`config.mk`:
```
export PLATFORM = sky130hd
export DESIGN_NAME = inst_encoder_loader
export DESIGN_NICKNAME = d
export VERILOG_FILES = /design/src/rtl/inst_encoder_loader.sv
export SDC_FILE = /design/constraint.sdc
export NUM_CORES = 1
export LEC_CHECK = 0
export BUFFER_PORTS_ARGS = -buffer_cell sky130_fd_sc_hd__buf_2
export CELL_PAD_IN_SITES_DETAIL_PLACEMENT = 0
export CELL_PAD_IN_SITES_GLOBAL_PLACEMENT = 2
export CORE_UTILIZATION = 42
export DETAILED_ROUTE_END_ITERATION = 7
export GPL_ROUTABILITY_DRIVEN = 0
export GPL_TIMING_DRIVEN = 0
export PLACE_DENSITY = 0.95
export RECOVER_POWER = 50
export SLEW_MARGIN = 20
export SYNTH_ARGS = -nofsm -noshare
export SYNTH_HDL_FRONTEND = slang
export SYNTH_SLANG_ARGS = --single-unit
```
`constraint.sdc`:
```
create_clock -name clk_i -period 4.75 [get_ports clk_i]
set_input_delay 0.475 -clock clk_i [delete_from_list [all_inputs] [get_ports clk_i]]
set_output_delay 0.475 -clock clk_i [all_outputs]
set_load 0.1 [all_outputs]
```
`src/rtl/inst_encoder_loader.sv`:
```
// Encodes R-type / addi requests into 32-bit MIPS words and writes them to instruction memory
// at sequential word addresses, buffering requests in a small FIFO to absorb memory stalls.
module inst_encoder_loader #(
  parameter int          ADDR_W    = 8,
  parameter int          DEPTH     = 4,
  parameter logic [31:0] BASE_ADDR = 32'h0000_0000
) (
  input  logic              clk_i,
  input  logic              rst_i,
  input  logic              start_i,
  input  logic              req_valid_i,
  output logic              req_ready_o,
  input  logic              req_type_i,
  input  logic [4:0]        req_rs_i,
  input  logic [4:0]        req_rt_i,
  input  logic [4:0]        req_rd_i,
  input  logic [5:0]        req_funct_i,
  input  logic [15:0]       req_imm_i,
  input  logic              req_last_i,
  output logic              mem_we_o,
  output logic [31:0]       mem_addr_o,
  output logic [31:0]       mem_data_o,
  input  logic              mem_ack_i,
  output logic              busy_o,
  output logic              done_o,
  output logic              err_o,
  output logic [ADDR_W:0]   count_o
);

  localparam int PTR_W = $clog2(DEPTH);
  localparam logic [PTR_W:0]  FULL_OCC = (PTR_W+1)'(DEPTH);
  localparam logic [ADDR_W:0] LAST_IDX = {1'b0, {ADDR_W{1'b1}}};

  typedef enum logic [1:0] {S_IDLE, S_LOAD, S_DRAIN, S_DONE} state_t;

  state_t             r_state;
  state_t             w_state_next;
  logic [32:0]        r_fifo [DEPTH];   // {last, encoded word}
  logic [PTR_W-1:0]   r_wr_ptr;
  logic [PTR_W-1:0]   r_rd_ptr;
  logic [PTR_W:0]     r_occ;
  logic [31:0]        r_addr;
  logic [ADDR_W:0]    r_count;
  logic               r_done;
  logic               r_err;

  logic               w_empty;
  logic               w_full;
  logic               w_active;
  logic               w_we;
  logic               w_push;
  logic               w_pop;
  logic               w_start;
  logic               w_head_last;
  logic               w_finish;
  logic               w_overflow;
  logic [31:0]        w_encoded;
  logic [32:0]        w_head;

  assign w_empty     = (r_occ == '0);
  assign w_full      = (r_occ == FULL_OCC);
  assign w_active    = (r_state == S_LOAD) || (r_state == S_DRAIN);
  assign w_we        = w_active && !w_empty;
  assign w_push      = (r_state == S_LOAD) && !w_full && req_valid_i;
  assign w_pop       = w_we && mem_ack_i;
  assign w_start     = start_i && ((r_state == S_IDLE) || (r_state == S_DONE));
  assign w_head      = r_fifo[r_rd_ptr];
  assign w_head_last = w_head[32];
  assign w_finish    = w_pop && w_head_last;
  // Acking the top word of the address space without the session's last entry ends in error.
  assign w_overflow  = w_pop && !w_head_last && (r_count == LAST_IDX);

  assign w_encoded = req_type_i
                   ? {6'b001000, req_rs_i, req_rt_i, req_imm_i}
                   : {6'b000000, req_rs_i, req_rt_i, req_rd_i, 5'b00000, req_funct_i};

  always_comb begin
    w_state_next = r_state;
    case (r_state)
      S_IDLE:  if (w_start) w_state_next = S_LOAD;
      S_LOAD: begin
        if (w_overflow || w_finish)     w_state_next = S_DONE;
        else if (w_push && req_last_i)  w_state_next = S_DRAIN;
      end
      S_DRAIN: if (w_overflow || w_finish || w_empty) w_state_next = S_DONE;
      S_DONE:  if (w_start) w_state_next = S_LOAD;
      default: w_state_next = S_IDLE;
    endcase
  end

  always_ff @(posedge clk_i) begin
    if (w_push) begin
      r_fifo[r_wr_ptr] <= {req_last_i, w_encoded};
    end
  end

  always_ff @(posedge clk_i) begin
    if (!rst_i) begin
      r_state  <= S_IDLE;
      r_wr_ptr <= '0;
      r_rd_ptr <= '0;
      r_occ    <= '0;
      r_addr   <= BASE_ADDR;
      r_count  <= '0;
      r_done   <= 1'b0;
      r_err    <= 1'b0;
    end else begin
      r_state <= w_state_next;
      if (w_start) begin
        r_wr_ptr <= '0;
        r_rd_ptr <= '0;
        r_occ    <= '0;
        r_addr   <= BASE_ADDR;
        r_count  <= '0;
        r_done   <= 1'b0;
        r_err    <= 1'b0;
      end else if (w_overflow) begin
        r_wr_ptr <= '0;
        r_rd_ptr <= '0;
        r_occ    <= '0;
        r_addr   <= r_addr + 32'd4;
        r_count  <= r_count + 1'b1;
        r_done   <= 1'b1;
        r_err    <= 1'b1;
      end else begin
        if (w_push) r_wr_ptr <= r_wr_ptr + 1'b1;
        if (w_pop) begin
          r_rd_ptr <= r_rd_ptr + 1'b1;
          r_addr   <= r_addr + 32'd4;
          r_count  <= r_count + 1'b1;
        end
        case ({w_push, w_pop})
          2'b10:   r_occ <= r_occ + 1'b1;
          2'b01:   r_occ <= r_occ - 1'b1;
          default: r_occ <= r_occ;
        endcase
        if (w_active && (w_state_next == S_DONE)) r_done <= 1'b1;
      end
    end
  end

  assign req_ready_o = (r_state == S_LOAD) && !w_full;
  assign mem_we_o    = w_we;
  assign mem_addr_o  = r_addr;
  assign mem_data_o  = w_we ? w_head[31:0] : 32'h0;
  assign busy_o      = w_active;
  assign done_o      = r_done;
  assign err_o       = r_err;
  assign count_o     = r_count;

endmodule

```
# Word-level counts from Yosys, hierarchy flattened
# Memory sizes are Yosys's and may differ from the RTL's. A register that Yosys moved wholly into a read port is not among the register bits.
# Cells that the tools add are included.
dict set report totals {
  reg_bits 52
  ramBits 124
  inputBits 44
  mem_count 1
}
dict set report classes {
  n_addsub 6
  eq_ne 8
  n_mux 18
  bitwise_logic 1
  n_reduce_logical 25
}
# memory words width rd rd_clocked_by_memory_dff write_ports line
set memory_table {}
lappend memory_table {r_fifo 4 31 1 1 1 38} ;# logic [32:0] r_fifo [DEPTH];
# operator count
set op_table {}
lappend op_table {{2-to-1 mux 32 bit} 3}
lappend op_table {{adder 32 x 3 -> 32 bit (second input constant)} 1}
lappend op_table {{2-to-1 mux 30 bit} 1}
lappend op_table {{2-to-1 mux 9 bit} 2}
lappend op_table {{2-to-1 mux 2 bit} 6}
lappend op_table {{logical AND 1 bit} 10}
lappend op_table {{adder 9 x 1 -> 9 bit (second input constant)} 1}
lappend op_table {{equality test 9 x 8 -> 1 bit (second input constant)} 1}
lappend op_table {{equality test 2 bit (second input constant)} 4}
lappend op_table {{case mux 2 bit (3 select lines)} 1}
lappend op_table {{case mux 3 bit (2 select lines)} 1}
lappend op_table {{nonzero test 2 bit} 3}
lappend op_table {{adder 2 x 1 -> 2 bit (second input constant)} 2}
lappend op_table {{equality test 2 x 1 -> 1 bit (second input constant)} 2}
lappend op_table {{logical OR 1 bit} 4}
lappend op_table {{2-to-1 mux 1 bit} 4}
lappend op_table {{OR reduction 2 bit} 2}
lappend op_table {{adder 3 x 1 -> 3 bit (second input constant)} 1}
lappend op_table {{equality test 3 bit (second input constant)} 1}
lappend op_table {{zero test 1 bit} 3}
lappend op_table {{zero test 3 bit} 1}
lappend op_table {{OR reduction 3 bit} 1}
lappend op_table {{subtractor 3 x 1 -> 3 bit (second input constant)} 1}
lappend op_table {{zero test 2 bit} 1}
lappend op_table {{NOT 1 bit} 1}

# Longest topological paths before layout
# Gate-level depths: netlist (run 1).
dict set report logic_depth {
  ltp_word 14
  ltp_mapped 12
  depth_no_buf 12
}

# Least setup slack after synthesis (run 1)
# No wires, ideal clock.
dict set report synth_timing {
  path_kind {reg-to-reg}
  start {register r_state[0]}
  end {memory r_fifo[0][0] in the netlist's numbering (enable)}
  setup_time_ns 0.388
  arrival_time_ns 3.974
  t_required_ns 4.362
  path_slack_ns 0.389
  stages_incl_launch_ff 4
  period_less_slack_ns 4.361
  path_cell_list {dfxtp_1 > ha_1 > a21boi_0 > and3_1}
}
dict set report synth_via {
  elab_chain_len 5
}
# element line
set synth_rtl {}
lappend synth_rtl {{from (decl)} 36} ;# state_t r_state;
lappend synth_rtl {{from (signal assigned)} 108} ;# r_state <= w_state_next;
lappend synth_rtl {{equality test 2 x 1 -> 1 bit} --}
lappend synth_rtl {{logical AND 1 bit} --}
lappend synth_rtl {{named net req_ready_o} 12} ;# output logic req_ready_o,
lappend synth_rtl {{logical AND 1 bit} 64} ;# assign w_push = (r_state == S_LOAD) && !w_full && req_valid_i;
lappend synth_rtl {{2-to-1 mux 1 bit} 92} ;# if (w_push) begin
lappend synth_rtl {{2-to-1 mux 1 bit (implied by the code)} 93} ;# r_fifo[r_wr_ptr] <= {req_last_i, w_encoded};
lappend synth_rtl {{to (decl)} 38}
# The timed path passes the listed nets, and every way through them passes these cells.

# Worst setup path in the final report (run 1)
dict set report layout_timing {
  start {register r_state[0]}
  end {output mem_data_o[14]}
}
dict set report layout_via {
  elab_chain_len 4
  elab_cells_between_ends 5
  classes_between {2 x eq/ne; 1 x mux; 2 x reduce/logical}
}
# element line
set layout_rtl {}
lappend layout_rtl {{equality test 2 x 1 -> 1 bit / equality test 2 bit (equally long branches)} 62} ;# assign w_active = (r_state == S_LOAD) || (r_state == S_DRAIN);
lappend layout_rtl {{logical OR 1 bit (*)} 62}
lappend layout_rtl {{logical AND 1 bit (*)} 63} ;# assign w_we = w_active && !w_empty;
lappend layout_rtl {{2-to-1 mux 32 bit (*)} 145} ;# assign mem_data_o = w_we ? w_head[31:0] : 32'h0;
lappend layout_rtl {{to (decl)} 22} ;# output logic [31:0] mem_data_o,
# Every way passes the cells marked *; elsewhere a longest branch is shown, timed or not.

==> key figures, run 1 <==
Outcome
  – Status: complete, no violations

Power
  – VDD IR max: 0.273 mV
  – Pwr dens: 427 nW/um2
  – Leakage Power: 2.98 nW

Clock network
  – Clk slew on worst S/H paths: 70 ps
  – Htree depth: 4
  – Clk_lat worst skew: 420 ps
  – Post-CTS Setup Repair Bufs: 0
  – Hold-fix buffers, CTS: 0
  – Clock buffer depth: 2
  – Post-CTS Resized: 0
  – CTS Sinks: 164
  – CTS tree: done
  – Root Driver: clkbuf_16
  – CTS buffer count: 17

Global route
  – Remaining global-route overflow: 0
  – First-pass GRT wire length: 21.7 mm
  – GRT Total Usage: 0.172
  – Vias in the first global route: 4270
  – Largest net degree at the start of global routing: 27
  – Initial antenna violation count: 0

Setup path
  – CP Launch Type: register
  – Slowest stage delay, CP: 630 ps
  – Data arrival time of the worst path: 2980 ps
  – Crit path cell chain: inv_1 -> ha_1 -> nor2_1 -> clkbuf_1 -> and2_1 -> buf_2
  – CP top delay family: buffers and inverters
  – Highest fanout seen on the critical path: 10
  – Critical setup path kind: register to output port
  – Crit path max-delay cell type: nor2_1
  – Buf/Inv on CP: 3
  – CP Data Required Time: 4280 ps
  – Setup crit end kind: output port

Synthesis
  – Largest area contributor in the netlist: edfxtp_1
  – Share of the synthesized area in the top cell type: 0.487
  – Top FF cell, synth: edfxtp_1
  – Yosys cell types: 48
  – Post-synth ARST share: 0
  – Synthesis warning total: 0
  – Synth Cell Area: 6910 um2
  – Register area share after synthesis: 0.638
  – Syn Inst Count: 483
  – Mapped Avg Cell Area: 14.3 um2
  – Yosys reg bits: 164
  – Number of synthesized flops with an enable pin: 112
  – Synth area leaders: edfxtp_1 (49%), dfxtp_1 (15%), mux4_2 (8.8%), xor2_1 (3.8%), and2_1 (3.1%)

Cells and area
  – Nets@finish: 681
  – Final non-filler cell area: 8360 um2
  – Layout area overhead: 21.0%
  – Diodes inserted: 0
  – Share of layout cells above drive strength 1: 0.228
  – Number of fill cells: 1390

Floorplan
  – Die extent in x: 130 um
  – I/O pin cnt: 122
  – Row count: 46
  – Initial Utilization: 0.433
  – Core area: 15900 um2
  – DIE AREA: 17000 um2
  – Die Ht: 130 um

Route
  – Post-DRT Antenna Nets: 0
  – DR DRC count: 0
  – Final wirelength: 13.7 mm
  – Drt wl/cell: 16.1 um
  – Vias/cell: 5.00
  – Via count: 4278
  – Initial detailed-routing violation count: 293
  – Pre-antenna DRT Iters: 4

Timing
  – RSZ-0062 raised after global routing: no
  – Final setup fails: 0
  – TNS Setup: 0 ps
  – Final hold vios: 0
  – Max Clk Rate: 0.289 GHz
  – Least-Margin Pin Slew: 1220 ps
  – Tmin final: 3460 ps
  – Slew HR: 0.192
  – Part of the cycle the worst path needs: 0.728
  – Max-slew violations: 0
  – Clock Skews: 5.60 ps
  – Hold_ws: 321 ps

Place
  – HPWL after DPL: 9.35 mm
  – Port bufs: 114
  – Post-Place Cell Area: 7860 um2

Hold path
  – Worst hold path type: input pin to register

Run
  – Max Cap Viol: 0
[final timing paths]
check / from / to / slack (ps) / cells past startpoint
setup / recovery: r_state[0] / mem_data_o[14] / 1290 / 6
hold / removal: req_rt_i[4] / r_fifo[2][20] / 320 / 1
setup reg to reg: r_state[0] / r_occ[2] / 1650 / 12
hold reg to reg: err_o / err_o / 470 / 2
[synth_stat cells (all sizes together) (2+ instances only)]
library cell / count
edfxtp: 112
dfxtp: 52
nor2: 52
and2: 34
xor2: 30
mux4: 27
buf: 19
nand2: 16
and3: 14
nand3: 14
nand4: 14
mux2: 13
inv: 11
ha: 10
a21oi: 8
clkbuf: 8
o21ai: 8
xnor2: 8
or3: 5
and4: 4
nor3: 4
mux2i: 3
a21boi: 2
nand3b: 2
nand4b: 2
[routing by layer]
metal  GRT usage  part of all wire  vias up
li1            -                 -     2047
met1       0.214              0.43     2113
met2       0.285              0.50      108
met3      0.0492             0.062       10
met4      0.0643            0.0092        0
met5           0                 0        -
[cell usage in the layout, fill, tap and decap left out, drive strengths merged, types with 8 or more instances in the layout]
master and n:
xor2 30, nand3 14, edfxtp 112, nor2 52
and3 14, ha 10, nand2 16, a21oi 8
clkbuf 81, buf 83, dfxtp 52, inv 15
o21ai 8, nand4 14, mux2 13, and2 34
xnor2 8, mux4 27
[per-stage QoR]
stage	power, mW	worst slack [ps]	utilization	cells
final	3.57	1290	0.524	855
after detailed placement	2.27	1710	0.493	823
after global routing	3.71	1130	0.524	855
after CTS	3.61	1240	0.529	855
after floorplan	2.13	389	-	489
after global placement	2.24	1760	0.487	819
[state kept, by name (all words and copies together), names as in the netlist, named ones only]
signal      flops
r_fifo        112
r_rd_ptr        2
r_occ           3
r_state         2
mem_addr_o     30
count_o         9
r_wr_ptr        2
done_o          1
err_o           1
[cell type report]
class | count | area, um2 | area share
buffer | 27 | 145 | 0.0174
inverter | 11 | 41.3 | 0.00494
timing repair buffer | 118 | 584 | 0.0699
tap | 216 | 270 | 0.0323
multi-input combinational | 287 | 2330 | 0.278
clock inverter | 13 | 151 | 0.0181
clock buffer | 19 | 433 | 0.0518
sequential | 164 | 4400 | 0.527
[kinds of logic (layout without fill, tap and decap cells)]
logic type / after synthesis / in the layout / share of synthesized area
other cells: 1 / 7 / 0.000543
mux: 43 / 43 / 0.114
buf+inv: 38 / 188 / 0.0272
flops: 164 / 164 / 0.638
simple gates: 164 / 164 / 0.131
xor+xnor: 38 / 38 / 0.0482
compound gates: 24 / 24 / 0.0207
fa+ha+maj: 11 / 11 / 0.0210
[worst register-to-register path, stage by stage, from the launching register on]
cell	delay, ps
dfxtp_1	400
inv_1	80
ha_1	390
nand2b_1	200
nor2_1	430
buf_2	370
ha_1	240
inv_1	60
fa_1	380
xor2_1	150
nor2_1	110
xnor2_1	130
nor2_1	50
[report_power, final]
| part | internal, mW | switching [mW] |
|---|---|---|
| sequential | 1.59 | 0.0238 |
| clock | 0.783 | 0.564 |
| combinational | 0.156 | 0.450 |
No activity file was read; power rests on OpenSTA's default activity.
==> run 2, diff against run 1 <==
--- a/config.mk
+++ b/config.mk
@@ -8,11 +8,11 @@
 export BUFFER_PORTS_ARGS = -buffer_cell sky130_fd_sc_hd__buf_2
 export CELL_PAD_IN_SITES_DETAIL_PLACEMENT = 0
 export CELL_PAD_IN_SITES_GLOBAL_PLACEMENT = 2
-export CORE_UTILIZATION = 42
+export CORE_UTILIZATION = 39
 export DETAILED_ROUTE_END_ITERATION = 7
 export GPL_ROUTABILITY_DRIVEN = 0
 export GPL_TIMING_DRIVEN = 0
-export PLACE_DENSITY = 0.95
+export PLACE_DENSITY = 0.92
 export RECOVER_POWER = 50
 export SLEW_MARGIN = 20
 export SYNTH_ARGS = -nofsm -noshare
==> constraint.sdc (replaced) <==
create_clock -name clk_i -period 3.5 [get_ports clk_i]
set_input_delay 0.35 -clock clk_i [delete_from_list [all_inputs] [get_ports clk_i]]
set_output_delay 0.35 -clock clk_i [all_outputs]
set_load 0.1 [all_outputs]
==> run 2 against run 1 <==
Net effect: sequential share of layout area down 0.40 points; sequential power is 35% higher; critical path type unchanged; largest cell class unchanged; count of clock-buffer cells in the layout down 2; highest routed layer unchanged.
==> key figures, run 2 (same netlist as run 1, synthesis figures left out) <==
Outcome
  – Status: complete, no violations (unchanged)

Timing
  – TNS Setup: 0 ps (unchanged)
  – Tmin final: 3190 ps
  – Final setup fails: 0 (unchanged)
  – RSZ-0062 raised after global routing: no (unchanged)
  – Slew HR: 0.180 (was 0.192)
  – Final hold vios: 0 (unchanged)
  – Hold_ws: 185 ps (was 321 ps)
  – Max-slew violations: 0 (unchanged)
  – Least-Margin Pin Slew: 1240 ps (was 1220 ps)
  – Max Clk Rate: 0.313 GHz
  – Part of the cycle the worst path needs: 0.912
  – Clock Skews: 9.27 ps (was 5.60 ps)

Clock network
  – CTS Sinks: 164 (unchanged)
  – Root Driver: clkbuf_16 (unchanged)
  – Clk slew on worst S/H paths: 70 ps (about the same)
  – CTS buffer count: 17 (unchanged)
  – Hold-fix buffers, CTS: 0 (unchanged)
  – Htree depth: 4 (unchanged)
  – Clk_lat worst skew: 430 ps (was 420 ps)
  – Clock buffer depth: 2 (unchanged)
  – CTS tree: done (unchanged)

Setup path
  – Critical setup path kind: register to output port (unchanged)
  – Highest fanout seen on the critical path: 10 (unchanged)
  – CP Launch Type: register (unchanged)
  – CP Data Required Time: 3150 ps (was 4280 ps)
  – Data arrival time of the worst path: 2840 ps (was 2980 ps)
  – Setup crit end kind: output port (unchanged)

Cells and area
  – Nets@finish: 681 (unchanged)
  – Number of fill cells: 1565 (was 1390)
  – Diodes inserted: 0 (unchanged)
  – Reg area: 4400 um2 (unchanged)
  – Multi-input logic area: 2340 um2 (was 2330 um2)
  – Commonest non-fill, non-tap cell in the layout: edfxtp_1 (unchanged)
  – Most frequent cells in the layout: edfxtp_1 (112), buf_2 (70), clkbuf_1 (61), dfxtp_1 (52), nor2_1 (50) (was edfxtp_1 (112), buf_2 (69), clkbuf_1 (64), nor2_1 (52), dfxtp_1 (52))
  – Share of layout cells above drive strength 1: 0.236 (was 0.228)
  – Biggest register: r_fifo (unchanged)
  – Layout area overhead: 21.9% (was 21.0%)
  – Max FFs per register: 112 (unchanged)

Route
  – Post-DRT Antenna Nets: 0 (unchanged)
  – Via count: 4323 (was 4278)
  – Final wirelength: 14.1 mm (was 13.7 mm)
  – DR DRC count: 0 (unchanged)
  – Pre-antenna DRT Iters: 4 (unchanged)
  – Vias/cell: 5.00 (about the same)
  – Initial detailed-routing violation count: 254 (was 293)
  – Drt wl/cell: 16.4 um (was 16.1 um)

Global route
  – Gr busiest metal: met2 (unchanged)
  – M2 GR Usage: 0.275 (was 0.285)
  – Initial antenna violation count: 0 (unchanged)
  – Remaining global-route overflow: 0 (unchanged)
  – Vias in the first global route: 4428 (was 4270)
  – First-pass GRT wire length: 22.7 mm (was 21.7 mm)
  – Largest net degree at the start of global routing: 25 (was 27)
  – Grt met3 use: 0.0495 (was 0.0492)
  – GR Util met1: 0.203 (was 0.214)
  – GRT Total Usage: 0.166 (was 0.172)

Floorplan
  – I/O pin cnt: 122 (unchanged)
  – Initial Utilization: 0.399 (was 0.433)
  – Die Ht: 135 um (was 130 um)
  – Die extent in x: 135 um (was 130 um)
  – Row count: 48 (was 46)
  – DIE AREA: 18200 um2 (was 17000 um2)
  – Core area: 17300 um2 (was 15900 um2)

Power
  – Leakage Power: 3.01 nW (was 2.98 nW)
  – Pwr dens: 587 nW/um2 (was 427 nW/um2)
  – VDD IR max: 0.510 mV (was 0.273 mV)

Hold path
  – Worst hold path type: input pin to register (unchanged)

Place
  – Port bufs: 114 (unchanged)
  – HPWL after DPL: 9.85 mm (was 9.35 mm)

Run
  – Max Cap Viol: 0 (unchanged)
[run 2: path summary, 6_finish.rpt]
kind	from	end	slack, ps	cells after the start
max reg2reg	r_state[0]	r_occ[2]	580	12
max	r_state[0]	mem_data_o[13]	310	6
min	req_rt_i[2]	r_fifo[2][18]	190	1
min reg2reg	err_o	err_o	490	2
[run 2: through the flow]
step	util	instances	setup WS [ps]	area, um2	total power, mW
finish	0.487	864	308	8420	4.94
global placement	0.450	828	589	7790	3.05
CTS	0.491	864	31.7	8490	5.00
floorplan	-	489	196	6930	2.89
detailed placement	0.456	832	504	7890	3.09
global route	0.487	864	88.6	8420	5.13
[run 2: timing repair]
item / in CTS / in global routing
gates resized for setup: 0 / 1
setup buffers: 0 / 0
setup endpoints to repair: 0 / 18
[run 2: area by class of cell]
| cell class | instances | share of cell area |
|---|---|---|
| Sequential cell | 164 | 0.523 |
| Timing Repair Buffer | 118 | 0.0712 |
| Buffer | 27 | 0.0174 |
| Multi-Input combinational cell | 287 | 0.278 |
| Clock inverter | 15 | 0.0214 |
| Clock buffer | 17 | 0.0505 |
| Inverter | 11 | 0.00490 |
| Tap cell | 225 | 0.0334 |
[run 2: power by group]
| part | internal, mW | switching [mW] | total, mW | leakage (nW) |
|---|---|---|---|---|
| clock | 1.08 | 0.821 | 1.90 | 0.296 |
| combinational | 0.218 | 0.628 | 0.846 | 1.28 |
| sequential | 2.16 | 0.0325 | 2.19 | 1.43 |
[run 2: critical path, cell delays in order, from the launching register on]
cell      delay [ps]
dfxtp_1          400
inv_1             90
ha_1             410
nor2_2           450
clkbuf_1         400
and2_1           220
buf_2            430
[run 2: per-layer routing]
metal | part of all wire | vias to the layer above
li1 | - | 2048
met1 | 0.42 | 2119
met2 | 0.49 | 133
met3 | 0.069 | 23
met4 | 0.018 | 0
met5 | 0 | -
==> run 3, diff against run 2 <==
--- a/config.mk
+++ b/config.mk
@@ -8,6 +8,7 @@
 export BUFFER_PORTS_ARGS = -buffer_cell sky130_fd_sc_hd__buf_2
 export CELL_PAD_IN_SITES_DETAIL_PLACEMENT = 0
 export CELL_PAD_IN_SITES_GLOBAL_PLACEMENT = 2
+export CORE_MARGIN = 8
 export CORE_UTILIZATION = 39
 export DETAILED_ROUTE_END_ITERATION = 7
 export GPL_ROUTABILITY_DRIVEN = 0
==> run 3 against run 2 <==
Net effect: first-iteration DRC count decreased by 18%; worst setup slack better by 7.5 ps; largest cell class unchanged; cell count grew 0.12%; die area grew 22%; maximum frequency grew 0.23%; design area decreased by 0.83%; power fell by 2.5%; combinational power decreased by 0.8%; global-route usage is 2.6 points lower; register-to-register slack better by 30 ps; utilization shrank 0.41 points.
==> key figures, run 3 (same netlist as run 1, synthesis figures left out) <==
Outcome
  – Status: complete, no violations (unchanged)

Cells and area
  – Share of layout cells above drive strength 1: 0.236 (unchanged)
  – Final design utilization: 0.483 (was 0.487)
  – Max FFs per register: 112 (unchanged)
  – Final non-filler cell area: 8350 um2 (was 8420 um2)
  – Most frequent cells in the layout: edfxtp_1 (112), buf_2 (70), clkbuf_1 (61), dfxtp_1 (52), nor2_1 (50) (unchanged)
  – Commonest non-fill, non-tap cell in the layout: edfxtp_1 (unchanged)
  – Biggest register: r_fifo (unchanged)
  – Final cell count without fillers: 865 (was 864)
  – Layout area overhead: 20.9% (was 21.9%)
  – Number of fill cells: 1525 (was 1565)
  – Nets@finish: 681 (unchanged)

Global route
  – Remaining global-route overflow: 0 (unchanged)
  – Vias in the first global route: 4561 (was 4428)
  – Largest net degree at the start of global routing: 28 (was 25)
  – First-pass GRT wire length: 23.8 mm (was 22.7 mm)
  – Initial antenna violation count: 0 (unchanged)
  – GRT Total Usage: 0.140 (was 0.166)

Setup path
  – Crit path cell chain: inv_1 -> ha_1 -> nor2_2 -> clkbuf_1 -> and2_1 -> buf_2 (unchanged)
  – CP top delay family: buffers and inverters (unchanged)
  – Data arrival time of the worst path: 2840 ps (about the same)
  – Highest fanout seen on the critical path: 10 (unchanged)
  – CP Data Required Time: 3150 ps (about the same)
  – Slowest stage delay, CP: 440 ps (was 450 ps)
  – CP Launch Type: register (unchanged)
  – Buf/Inv on CP: 3 (unchanged)
  – Critical setup path kind: register to output port (unchanged)
  – Setup crit end kind: output port (unchanged)
  – Crit path max-delay cell type: nor2_2 (unchanged)

Power
  – VDD IR max: 0.436 mV (was 0.510 mV)
  – Pwr Total: 4.82 mW (was 4.94 mW)
  – Leakage Power: 2.98 nW (was 3.01 nW)
  – Pwr dens: 577 nW/um2 (was 587 nW/um2)

Place
  – Pre-CTS setup slack: 548 ps (was 504 ps)
  – DP Cell Count: 832 (unchanged)
  – HPWL after DPL: 10.7 mm (was 9.85 mm)
  – Port bufs: 114 (unchanged)
  – Post-Place Cell Area: 7870 um2 (was 7890 um2)

Route
  – Initial detailed-routing violation count: 208 (was 254)
  – Via count: 4345 (was 4323)
  – Top layer in use: met4 (unchanged)
  – Routed wl met3: 1.47 mm (was 975 um)
  – Met2 routed WL: 7.18 mm (was 6.91 mm)
  – Post-DRT Antenna Nets: 0 (unchanged)
  – DR DRC count: 0 (unchanged)
  – Vias/cell: 5.02 (was 5.00)
  – Pre-antenna DRT Iters: 5 (was 4)
  – Drt wl/cell: 17.4 um (was 16.4 um)
  – Final wirelength: 15.1 mm (was 14.1 mm)
  – WL met1: 6.26 mm (was 6.01 mm)

Clock network
  – Clk_lat worst skew: 420 ps (was 430 ps)
  – Root Driver: clkbuf_16 (unchanged)
  – Hold-fix buffers, CTS: 0 (unchanged)
  – Clk slew on worst S/H paths: 70 ps (about the same)
  – Clock buffer depth: 2 (unchanged)
  – Htree depth: 4 (unchanged)
  – CTS Sinks: 164 (unchanged)
  – CTS tree: done (unchanged)
  – CTS buffer count: 17 (unchanged)

Floorplan
  – DIE AREA: 22200 um2 (was 18200 um2)
  – I/O pin cnt: 122 (unchanged)
  – Core area: 17300 um2 (unchanged)
  – Initial Utilization: 0.399 (unchanged)
  – Die extent in x: 149 um (was 135 um)
  – Die Ht: 149 um (was 135 um)
  – Row count: 48 (unchanged)

Timing
  – Final hold vios: 0 (unchanged)
  – Least-Margin Pin Slew: 1280 ps (was 1240 ps)
  – Hold_ws: 197 ps (was 185 ps)
  – Part of the cycle the worst path needs: 0.910 (was 0.912)
  – Max-slew violations: 0 (unchanged)
  – Final WS setup: 315 ps (was 308 ps)
  – Clock Skews: 11.0 ps (was 9.27 ps)
  – RSZ-0062 raised after global routing: no (unchanged)
  – TNS Setup: 0 ps (unchanged)
  – Final setup fails: 0 (unchanged)
  – Slew HR: 0.153 (was 0.180)
  – Tmin final: 3190 ps (about the same)
  – Max Clk Rate: 0.314 GHz (was 0.313 GHz)

Hold path
  – Worst hold path type: input pin to register (unchanged)

Run
  – Max Cap Viol: 0 (unchanged)
run 3: per-layer routing:
layer	up-vias	track usage
met4	0	0.0454
met5	-	0
met2	142	0.230
met1	2135	0.161
met3	15	0.0610
li1	2053	-
run 3: path summary, 6_finish.rpt:
path	end	slack, ps	startpoint	cells past startpoint
hold reg to reg	err_o	480	err_o	2
hold / removal	r_fifo[3][24]	200	req_rs_i[3]	1
setup / recovery	mem_data_o[14]	310	r_state[0]	6
setup reg to reg	r_occ[2]	610	r_state[0]	12
run 3: worst register-to-register path: stages (launching register included):
cell      delay [ps]
dfxtp_1          390
inv_1             80
ha_1             410
nand2b_1         250
nor2_4           200
buf_2            300
ha_1             240
inv_1             60
fa_1             370
xor2_1           150
nor2_1           130
xnor2_1          130
nor2_1            60
run 3: area by class of cell:
cell class,instances,area (um2),area share
Sequential cell,164,4400,0.527
Multi-Input combinational cell,287,2340,0.281
Timing Repair Buffer,118,554,0.0664
Clock buffer,17,425,0.0510
Tap cell,225,282,0.0337
Clock inverter,15,151,0.0181
Buffer,27,146,0.0175
Inverter,11,41.3,0.00495
Antenna cell,1,2.50,0.000300
run 3: report_power, final:
part           switching, mW  internal (mW)  total, mW
combinational          0.627          0.213      0.839
clock                  0.789          0.998       1.79
sequential            0.0308           2.16       2.19
total                   1.45           3.37       4.82
run 3: what timing repair did:
| action | 4_1_cts | 5_1_grt |
|---|---|---|
| resized for setup | 0 | 1 |
| endpoints found under the setup margin | 0 | 10 |
| buffers inserted | 0 | 0 |
